**src/rtl/dest_hazard_ctrl_pkg.sv**
```systemverilog
// Shared types for the destination-register hazard controller: RegDst and
// forward-select encodings, FSM state, and the default register-address width.
package dest_hazard_ctrl_pkg;

  localparam int DEF_ADDR_W = 5;

  typedef enum logic [1:0] {
    REGDST_RT   = 2'd0,
    REGDST_RD   = 2'd1,
    REGDST_LINK = 2'd2
  } regdst_e;

  typedef enum logic [1:0] {
    FWD_RF  = 2'b00,
    FWD_WB  = 2'b01,
    FWD_MEM = 2'b10
  } fwd_sel_e;

  typedef enum logic {
    S_RUN   = 1'b0,
    S_STALL = 1'b1
  } state_e;

  // The younger producer (EX at issue, MEM once the consumer reaches EX) wins.
  function automatic fwd_sel_e fwd_pick(input logic used, input logic m_ex,
                                        input logic m_mem);
    if (used && m_ex)  return FWD_MEM;
    if (used && m_mem) return FWD_WB;
    return FWD_RF;
  endfunction

endpackage

```
**src/rtl/dest_hazard_ctrl_if.sv**
```systemverilog
// Decode-stage fields in, interlock and forward controls out; the controller
// owns the slave side.
interface dest_hazard_ctrl_if
  import dest_hazard_ctrl_pkg::*;
#(
  parameter int ADDR_W = DEF_ADDR_W,
  parameter int CNT_W  = 16
);
  logic              id_valid;
  logic [ADDR_W-1:0] rs;
  logic [ADDR_W-1:0] rt;
  logic [ADDR_W-1:0] rd;
  logic [1:0]        RegDst;
  logic              RegWrite;
  logic              MemRead;
  logic              use_rs;
  logic              use_rt;
  logic              stall;
  logic              pc_write;
  logic              ifid_write;
  logic              idex_bubble;
  logic [1:0]        fwdA;
  logic [1:0]        fwdB;
  logic [CNT_W-1:0]  stall_cnt;

  modport master (
    output id_valid, rs, rt, rd, RegDst, RegWrite, MemRead, use_rs, use_rt,
    input  stall, pc_write, ifid_write, idex_bubble, fwdA, fwdB, stall_cnt
  );

  modport slave (
    input  id_valid, rs, rt, rd, RegDst, RegWrite, MemRead, use_rs, use_rt,
    output stall, pc_write, ifid_write, idex_bubble, fwdA, fwdB, stall_cnt
  );
endinterface

```
**src/rtl/dest_hazard_ctrl_hazard_entry_cmp.sv**
```systemverilog
// Match comparator between one shadow-pipeline entry and one source register;
// register 0 is hard-wired and never matches.
module hazard_entry_cmp
  import dest_hazard_ctrl_pkg::*;
#(
  parameter int ADDR_W = DEF_ADDR_W
) (
  input  logic              e_valid,
  input  logic              e_wr,
  input  logic [ADDR_W-1:0] e_dest,
  input  logic [ADDR_W-1:0] src,
  output logic              match
);
  assign match = e_valid && e_wr && (e_dest == src) && (src != '0);
endmodule

```
**src/rtl/dest_hazard_ctrl.sv**
```systemverilog
// Decode-stage interlock with a three-entry shadow pipeline (EX/MEM/WB).
// Optional FWD_PATH_EN: forwarding from MEM/WB, only load-use stalls remain.
module dest_hazard_ctrl
  import dest_hazard_ctrl_pkg::*;
#(
  parameter int ADDR_W = DEF_ADDR_W,
  parameter int CNT_W  = 16
) (
  input  logic               clk,
  input  logic               reset,
  dest_hazard_ctrl_if.slave  bus
);

  typedef struct packed {
    logic              valid;
    logic [ADDR_W-1:0] dest;
    logic              wr;
    logic              ld;
  } entry_t;

  entry_t            ex, mem, wb;
  logic [ADDR_W-1:0] dec_dest;
  logic              m_ex_rs, m_ex_rt, m_mem_rs, m_mem_rt;
  logic              src_rs, src_rt;
  logic              hazard, stall;
  state_e            state_q, state_d;
  logic              cnt_en;
  logic [CNT_W-1:0]  cnt_q;
  logic              wb_unused;

  assign dec_dest = (bus.RegDst == REGDST_RT) ? bus.rt : bus.rd;
  assign src_rs   = bus.id_valid && bus.use_rs;
  assign src_rt   = bus.id_valid && bus.use_rt;

  hazard_entry_cmp #(.ADDR_W(ADDR_W)) u_cmp_ex_rs (
    .e_valid(ex.valid), .e_wr(ex.wr), .e_dest(ex.dest), .src(bus.rs), .match(m_ex_rs));
  hazard_entry_cmp #(.ADDR_W(ADDR_W)) u_cmp_ex_rt (
    .e_valid(ex.valid), .e_wr(ex.wr), .e_dest(ex.dest), .src(bus.rt), .match(m_ex_rt));
  hazard_entry_cmp #(.ADDR_W(ADDR_W)) u_cmp_mem_rs (
    .e_valid(mem.valid), .e_wr(mem.wr), .e_dest(mem.dest), .src(bus.rs), .match(m_mem_rs));
  hazard_entry_cmp #(.ADDR_W(ADDR_W)) u_cmp_mem_rt (
    .e_valid(mem.valid), .e_wr(mem.wr), .e_dest(mem.dest), .src(bus.rt), .match(m_mem_rt));

`ifdef FWD_PATH_EN
  logic [1:0] fwd_a_q, fwd_b_q;

  assign hazard = ex.ld && ((src_rs && m_ex_rs) || (src_rt && m_ex_rt));

  always_ff @(posedge clk) begin
    if (reset || stall) begin
      fwd_a_q <= FWD_RF;
      fwd_b_q <= FWD_RF;
    end else begin
      fwd_a_q <= fwd_pick(src_rs, m_ex_rs, m_mem_rs);
      fwd_b_q <= fwd_pick(src_rt, m_ex_rt, m_mem_rt);
    end
  end

  assign bus.fwdA = fwd_a_q;
  assign bus.fwdB = fwd_b_q;
`else
  // The register file writes before it reads, so a producer in WB is already visible.
  assign hazard   = (src_rs && (m_ex_rs || m_mem_rs)) || (src_rt && (m_ex_rt || m_mem_rt));
  assign bus.fwdA = FWD_RF;
  assign bus.fwdB = FWD_RF;
`endif

  assign stall           = hazard && !reset;
  assign bus.stall       = stall;
  assign bus.pc_write    = !stall;
  assign bus.ifid_write  = !stall;
  assign bus.idex_bubble = stall;
  assign bus.stall_cnt   = cnt_q;

  // NOTE: sequential state uses non-blocking assignments so every register
  // samples pre-edge values; blocking here would let MEM see this edge's EX.
  always_ff @(posedge clk) begin
    if (reset) begin
      ex  <= '0;
      mem <= '0;
      wb  <= '0;
    end else begin
      wb  <= mem;
      mem <= ex;
      if (stall) begin
        ex.valid <= 1'b0;
      end else begin
        ex <= '{valid: bus.id_valid, dest: dec_dest, wr: bus.RegWrite, ld: bus.MemRead};
      end
    end
  end

  // WB is kept for observability only; nothing downstream consumes it.
  assign wb_unused = ^wb;

  always_ff @(posedge clk) begin
    if (reset) state_q <= S_RUN;
    else       state_q <= state_d;
  end

  // NOTE: every always_comb output gets a default first so no path infers a latch.
  always_comb begin
    state_d = state_q;
    unique case (state_q)
      S_RUN:   if (stall)  state_d = S_STALL;
      S_STALL: if (!stall) state_d = S_RUN;
    endcase
  end

  always_comb begin
    cnt_en = 1'b0;
    if (state_q == S_STALL) cnt_en = 1'b1;
  end

  always_ff @(posedge clk) begin
    if (reset)                     cnt_q <= '0;
    else if (cnt_en && cnt_q != '1) cnt_q <= cnt_q + 1'b1;
  end

endmodule

```
**src/flat_wrapper.sv**
```systemverilog
// flat-port wrapper written by rule: the top's interface ports become plain ports
module dest_hazard_ctrl_flat import dest_hazard_ctrl_pkg::*;
#(
  parameter int ADDR_W = DEF_ADDR_W,
  parameter int CNT_W  = 16
)
  (clk, reset, bus_id_valid, bus_rs, bus_rt, bus_rd, bus_RegDst, bus_RegWrite, bus_MemRead, bus_use_rs, bus_use_rt, bus_stall, bus_pc_write, bus_ifid_write, bus_idex_bubble, bus_fwdA, bus_fwdB, bus_stall_cnt);
  dest_hazard_ctrl_if #(.ADDR_W(ADDR_W), .CNT_W(CNT_W)) bus_i ();
  input  logic clk;
  input  logic reset;
  input wire logic [$bits(bus_i.id_valid)-1:0] bus_id_valid;
  input wire logic [$bits(bus_i.rs)-1:0] bus_rs;
  input wire logic [$bits(bus_i.rt)-1:0] bus_rt;
  input wire logic [$bits(bus_i.rd)-1:0] bus_rd;
  input wire logic [$bits(bus_i.RegDst)-1:0] bus_RegDst;
  input wire logic [$bits(bus_i.RegWrite)-1:0] bus_RegWrite;
  input wire logic [$bits(bus_i.MemRead)-1:0] bus_MemRead;
  input wire logic [$bits(bus_i.use_rs)-1:0] bus_use_rs;
  input wire logic [$bits(bus_i.use_rt)-1:0] bus_use_rt;
  output wire logic [$bits(bus_i.stall)-1:0] bus_stall;
  output wire logic [$bits(bus_i.pc_write)-1:0] bus_pc_write;
  output wire logic [$bits(bus_i.ifid_write)-1:0] bus_ifid_write;
  output wire logic [$bits(bus_i.idex_bubble)-1:0] bus_idex_bubble;
  output wire logic [$bits(bus_i.fwdA)-1:0] bus_fwdA;
  output wire logic [$bits(bus_i.fwdB)-1:0] bus_fwdB;
  output wire logic [$bits(bus_i.stall_cnt)-1:0] bus_stall_cnt;
  assign bus_i.id_valid = bus_id_valid;
  assign bus_i.rs = bus_rs;
  assign bus_i.rt = bus_rt;
  assign bus_i.rd = bus_rd;
  assign bus_i.RegDst = bus_RegDst;
  assign bus_i.RegWrite = bus_RegWrite;
  assign bus_i.MemRead = bus_MemRead;
  assign bus_i.use_rs = bus_use_rs;
  assign bus_i.use_rt = bus_use_rt;
  assign bus_stall = bus_i.stall;
  assign bus_pc_write = bus_i.pc_write;
  assign bus_ifid_write = bus_i.ifid_write;
  assign bus_idex_bubble = bus_i.idex_bubble;
  assign bus_fwdA = bus_i.fwdA;
  assign bus_fwdB = bus_i.fwdB;
  assign bus_stall_cnt = bus_i.stall_cnt;
  dest_hazard_ctrl #(.ADDR_W(ADDR_W), .CNT_W(CNT_W)) u_core (.clk(clk), .reset(reset), .bus(bus_i));
endmodule
```
**config.mk**
```make
export PLATFORM = sky130hd
export DESIGN_NAME = dest_hazard_ctrl_flat
export DESIGN_NICKNAME = d
export VERILOG_FILES = /design/src/rtl/dest_hazard_ctrl_pkg.sv /design/src/rtl/dest_hazard_ctrl_if.sv /design/src/rtl/dest_hazard_ctrl_hazard_entry_cmp.sv /design/src/rtl/dest_hazard_ctrl.sv /design/src/flat_wrapper.sv
export SDC_FILE = /design/constraint.sdc
export NUM_CORES = 1
export LEC_CHECK = 0
export ABC_AREA = 1
export CAP_MARGIN = 10
export CORE_ASPECT_RATIO = 1.2
export CORE_MARGIN = 2
export CORE_UTILIZATION = 50
export CTS_CLUSTER_DIAMETER = 80
export DETAILED_ROUTE_END_ITERATION = 7
export PLACE_DENSITY = 0.89
export RECOVER_POWER = 100
export REMOVE_ABC_BUFFERS = 1
export SYNTH_ARGS = -nofsm -noshare
export SYNTH_HDL_FRONTEND = slang
export SYNTH_HIERARCHICAL = 1
export SYNTH_SLANG_ARGS = --single-unit
```
**constraint.sdc**
```tcl
create_clock -name clk -period 2.7 [get_ports clk]
set_clock_uncertainty 0.2 [all_clocks]
set_input_delay 0.81 -clock clk [delete_from_list [all_inputs] [get_ports clk]]
set_output_delay 0.81 -clock clk [all_outputs]
set_load 0.01 [all_outputs]
```
==> summary.txt <==
Place
  – Buffers on Ports: 42
  – Hpwl dp: between 3 and 4 mm
  – Placed cell area: around 2600 sq um
  – Setup WS pre-CTS: -1.13 ns
  – GP Congestion: 0.911

CTS
  – H-tree depth: 2
  – Clock Sinks: 31
  – Clock latency on the worst-skew pair: around 0.28 ns
  – Max Root-Sink Buffers: 2
  – Root Driver: clkbuf_8
  – Total CTS buffers: 5
  – CTS tree: yes
  – Clk slew on worst S/H paths: approximately 0.06 ns

Setup path
  – Startpoint Class: input pin
  – R2R setup slack: -0.01 ns
  – Crit path DAT: about 1.9 ns
  – CP Class: input pin to output pin
  – FF-to-FF Start: u_core/mem[3]
  – Worst Path Required: 1.69 ns
  – Endpoint type of the worst setup path: output pin
  – Crit path max fanout: 5
  – R2r endpoint: u_core/ex[3]
  – Reg2reg path depth: 16

Routing
  – Antenna-violating nets left: 0
  – Pre-antenna DRT Iters: 4
  – Initial DRC count: 104
  – Detailed Route WL: about 5.4 mm
  – Via count: around 2.1k
  – Post-route DRC: 0
  – Via-per-instance ratio: ~4.8
  – WL per Instance: ~12 um

Power
  – Switch share: 0.241
  – VDD IR max: 0.424 mV
  – Clock power frac: 0.413
  – Cell Pwr Density: approximately 400 nW/um^2
  – Net Sw Power: roughly 270 uW
  – Internal power: roughly 850 uW
  – Logic pwr share: 0.154
  – Static leakage: about 1.3 nW
  – Sequential share of power: 0.432

STA
  – Setup TNS: -1.49 ns
  – Worst slew margin: 0.629
  – Tightest Pin Transition: around 0.55 ns
  – Min Tclk post-route: about 2.9 ns
  – Final Cycle Share: 1.09
  – Final Hold Vio Count: 0
  – Setup-failing EPs final: 10
  – Unrepaired setup endpoints after global routing: yes
  – Final Max Tran Viols: 0
  – Highest Clock Rate: roughly 340 MHz
  – Final WS setup: -0.245 ns

Hold path
  – Hold Crit Class: flop to flop
  – Hold path start: u_core/ex[7]
  – Hold endpoint: u_core/mem[7]
  – WHS Path Cells: 2

Cells and area
  – Fillcell total: approximately 300
  – Post-layout instance area: about 2800 sq um
  – Share of cells above drive strength 1: 0.274
  – Area growth from synthesis to layout: 35.4%
  – Layout Utilization: 0.710
  – # diodes: 0
  – Nets: about 420

Synthesis
  – Synth Area per Inst: slightly above 6 sq um
  – Synthesized instance count: roughly 340
  – Post-synthesis sequential area ratio: 0.298
  – Ys Warns: 6
  – Seq cells post-synth: 31
  – Netlist Area Pre-Place: 2080 sq um
  – Distinct cells, synth: 28

Run status
  – Status: complete, but fails checks
  – Failing checks: negative setup slack

GRT
  – GRT Util Overall: 0.244
  – Vias in the first global route: roughly 2.1k
  – Global-route wire length before repair: about 9.0 mm
  – GRT Residual Overflow: 0
  – Initial antenna violation count: 0
  – Largest net degree at the start of global routing: 15

Floorplan
  – Num ports: 48
  – Num rows: 25
  – Initial Util: 0.525
  – Die Area: between 4000 and 5000 sq um
  – Total core area: approximately 4000 sq um
  – Die span in y: 74.7 um
  – Die width: roughly 63 um

Job
  – Max-cap viol count: 0
## cells by family after synthesis
logic type      after synthesis  synth area share
compound gates               19            0.0486
fa+ha+maj                     1           0.00600
buf+inv                      70             0.144
flops                        31             0.298
mux                           5            0.0270
other cells                   1           0.00180
simple gates                212             0.475
## layout by cell type, fill, tap and decap left out, types with 2 or more instances in the layout
| master | netlist | layout |
|---|---|---|
| nand2_1 | 108 | 91 |
| nor2_1 | 50 | 52 |
| inv_1 | 49 | 41 |
| dfxtp_1 | 31 | 31 |
| clkdlybuf4s50_1 | 0 | 27 |
| nand2_2 | 3 | 20 |
| buf_4 | 6 | 15 |
| nand3_1 | 18 | 15 |
| inv_2 | 8 | 14 |
| nor2_2 | 16 | 14 |
| nor2_4 | 5 | 7 |
| clkbuf_8 | 0 | 6 |
| buf_6 | 2 | 6 |
| o21ai_1 | 0 | 6 |
| a21oi_1 | 10 | 6 |
| mux2_2 | 5 | 5 |
| buf_8 | 0 | 4 |
| conb_1 | 1 | 4 |
| clkinv_1 | 4 | 4 |
| a21oi_2 | 0 | 4 |
| buf_2 | 0 | 3 |
| nor3_1 | 3 | 3 |
| nand3_2 | 1 | 3 |
| o211ai_1 | 2 | 2 |
| nand2_4 | 2 | 2 |
| nand4_1 | 1 | 2 |
## per-stage QoR
| stage | total power, mW | hold slack, ns | instances |
|---|---|---|---|
| 6_report | 1.12 | 0.259 | 452 |
| 5_1_grt | 1.17 | 0.284 | 452 |
| 4_1_cts | 1.10 | 0.264 | 452 |
| 3_5_place_dp | 0.635 | 0.255 | 438 |
| 3_3_place_gp | 0.632 | 0.259 | 438 |
| 2_1_floorplan | 0.565 | 0.232 | 333 |
## critical path: stages
cell and delay (ns):
buf_8 0.11, inv_2 0.05, nand2_1 0.04, nand2_1 0.09, nor2_2 0.04, nand3_1 0.07, nor2_1 0.04, o211ai_1 0.25
nand2_1 0.16, nand2_2 0.11, inv_2 0.05, buf_6 0.11
## per-layer routing
metal	share of wire	global-route usage
met4	0.048	0.153
met2	0.50	0.454
met3	0.050	0.0508
met1	0.40	0.255
met5	0	0
## cells in the mapped netlist (all sizes together)
master,number,share of area
nand2,113,0.21
nor2,73,0.18
inv,57,0.10
dfxtp,31,0.30
nand3,19,0.048
a21oi,10,0.024
buf,8,0.032
o21ai,6,0.014
mux2,5,0.027
clkinv,4,0.0072
nor3,3,0.0072
nand4,2,0.013
o211ai,2,0.0072
a31oi,1,0.0030
and3b,1,0.0042
clkbuf,1,0.0018
conb,1,0.0018
ha,1,0.0060
nor3b,1,0.0036
## layout make-up
type	count	area [sq um]	share of cell area
inverters	61	244	0.0865
repair buffers	57	554	0.196
well taps	54	67.6	0.0239
clock buffers	6	82.6	0.0293
multi-input cells	241	1220	0.431
clock inverters	2	35.0	0.0124
flip-flops and latches	31	621	0.220
## power groups by stage
stage / Sequential, mW / Combinational, mW / Clock (mW)
finish: 0.484 / 0.173 / 0.463
global route: 0.485 / 0.191 / 0.498
CTS: 0.483 / 0.147 / 0.473
detailed placement: 0.493 / 0.142 / 0
global placement: 0.493 / 0.138 / 0
floorplan: 0.489 / 0.0762 / 0
## state kept, by name, indices dropped and copies added (netlist names)
signal	flops
u_core/bus.stall_cnt	16
u_core/ex	7
u_core/mem	7
u_core/state_q	1
## how the worst max path moves through the flow
| stage | to | start |
|---|---|---|
| detailed placement | bus_stall | bus_rt[0] |
| finish | bus_stall | bus_rt[3] |
| floorplan | bus_idex_bubble | bus_rt[3] |
| global route | bus_stall | bus_rt[3] |
| global placement | bus_idex_bubble | bus_rt[0] |
| CTS | bus_stall | bus_rt[0] |
## timing repair
action                     4_1_cts  5_1_grt
hold buffers                     0        0
gates resized for setup         86       45
setup endpoints to repair        4       11
pin swaps                       15       33
buffers inserted                 6        0
hold endpoints to repair         0        0
Power figures use the tool's default switching activity.
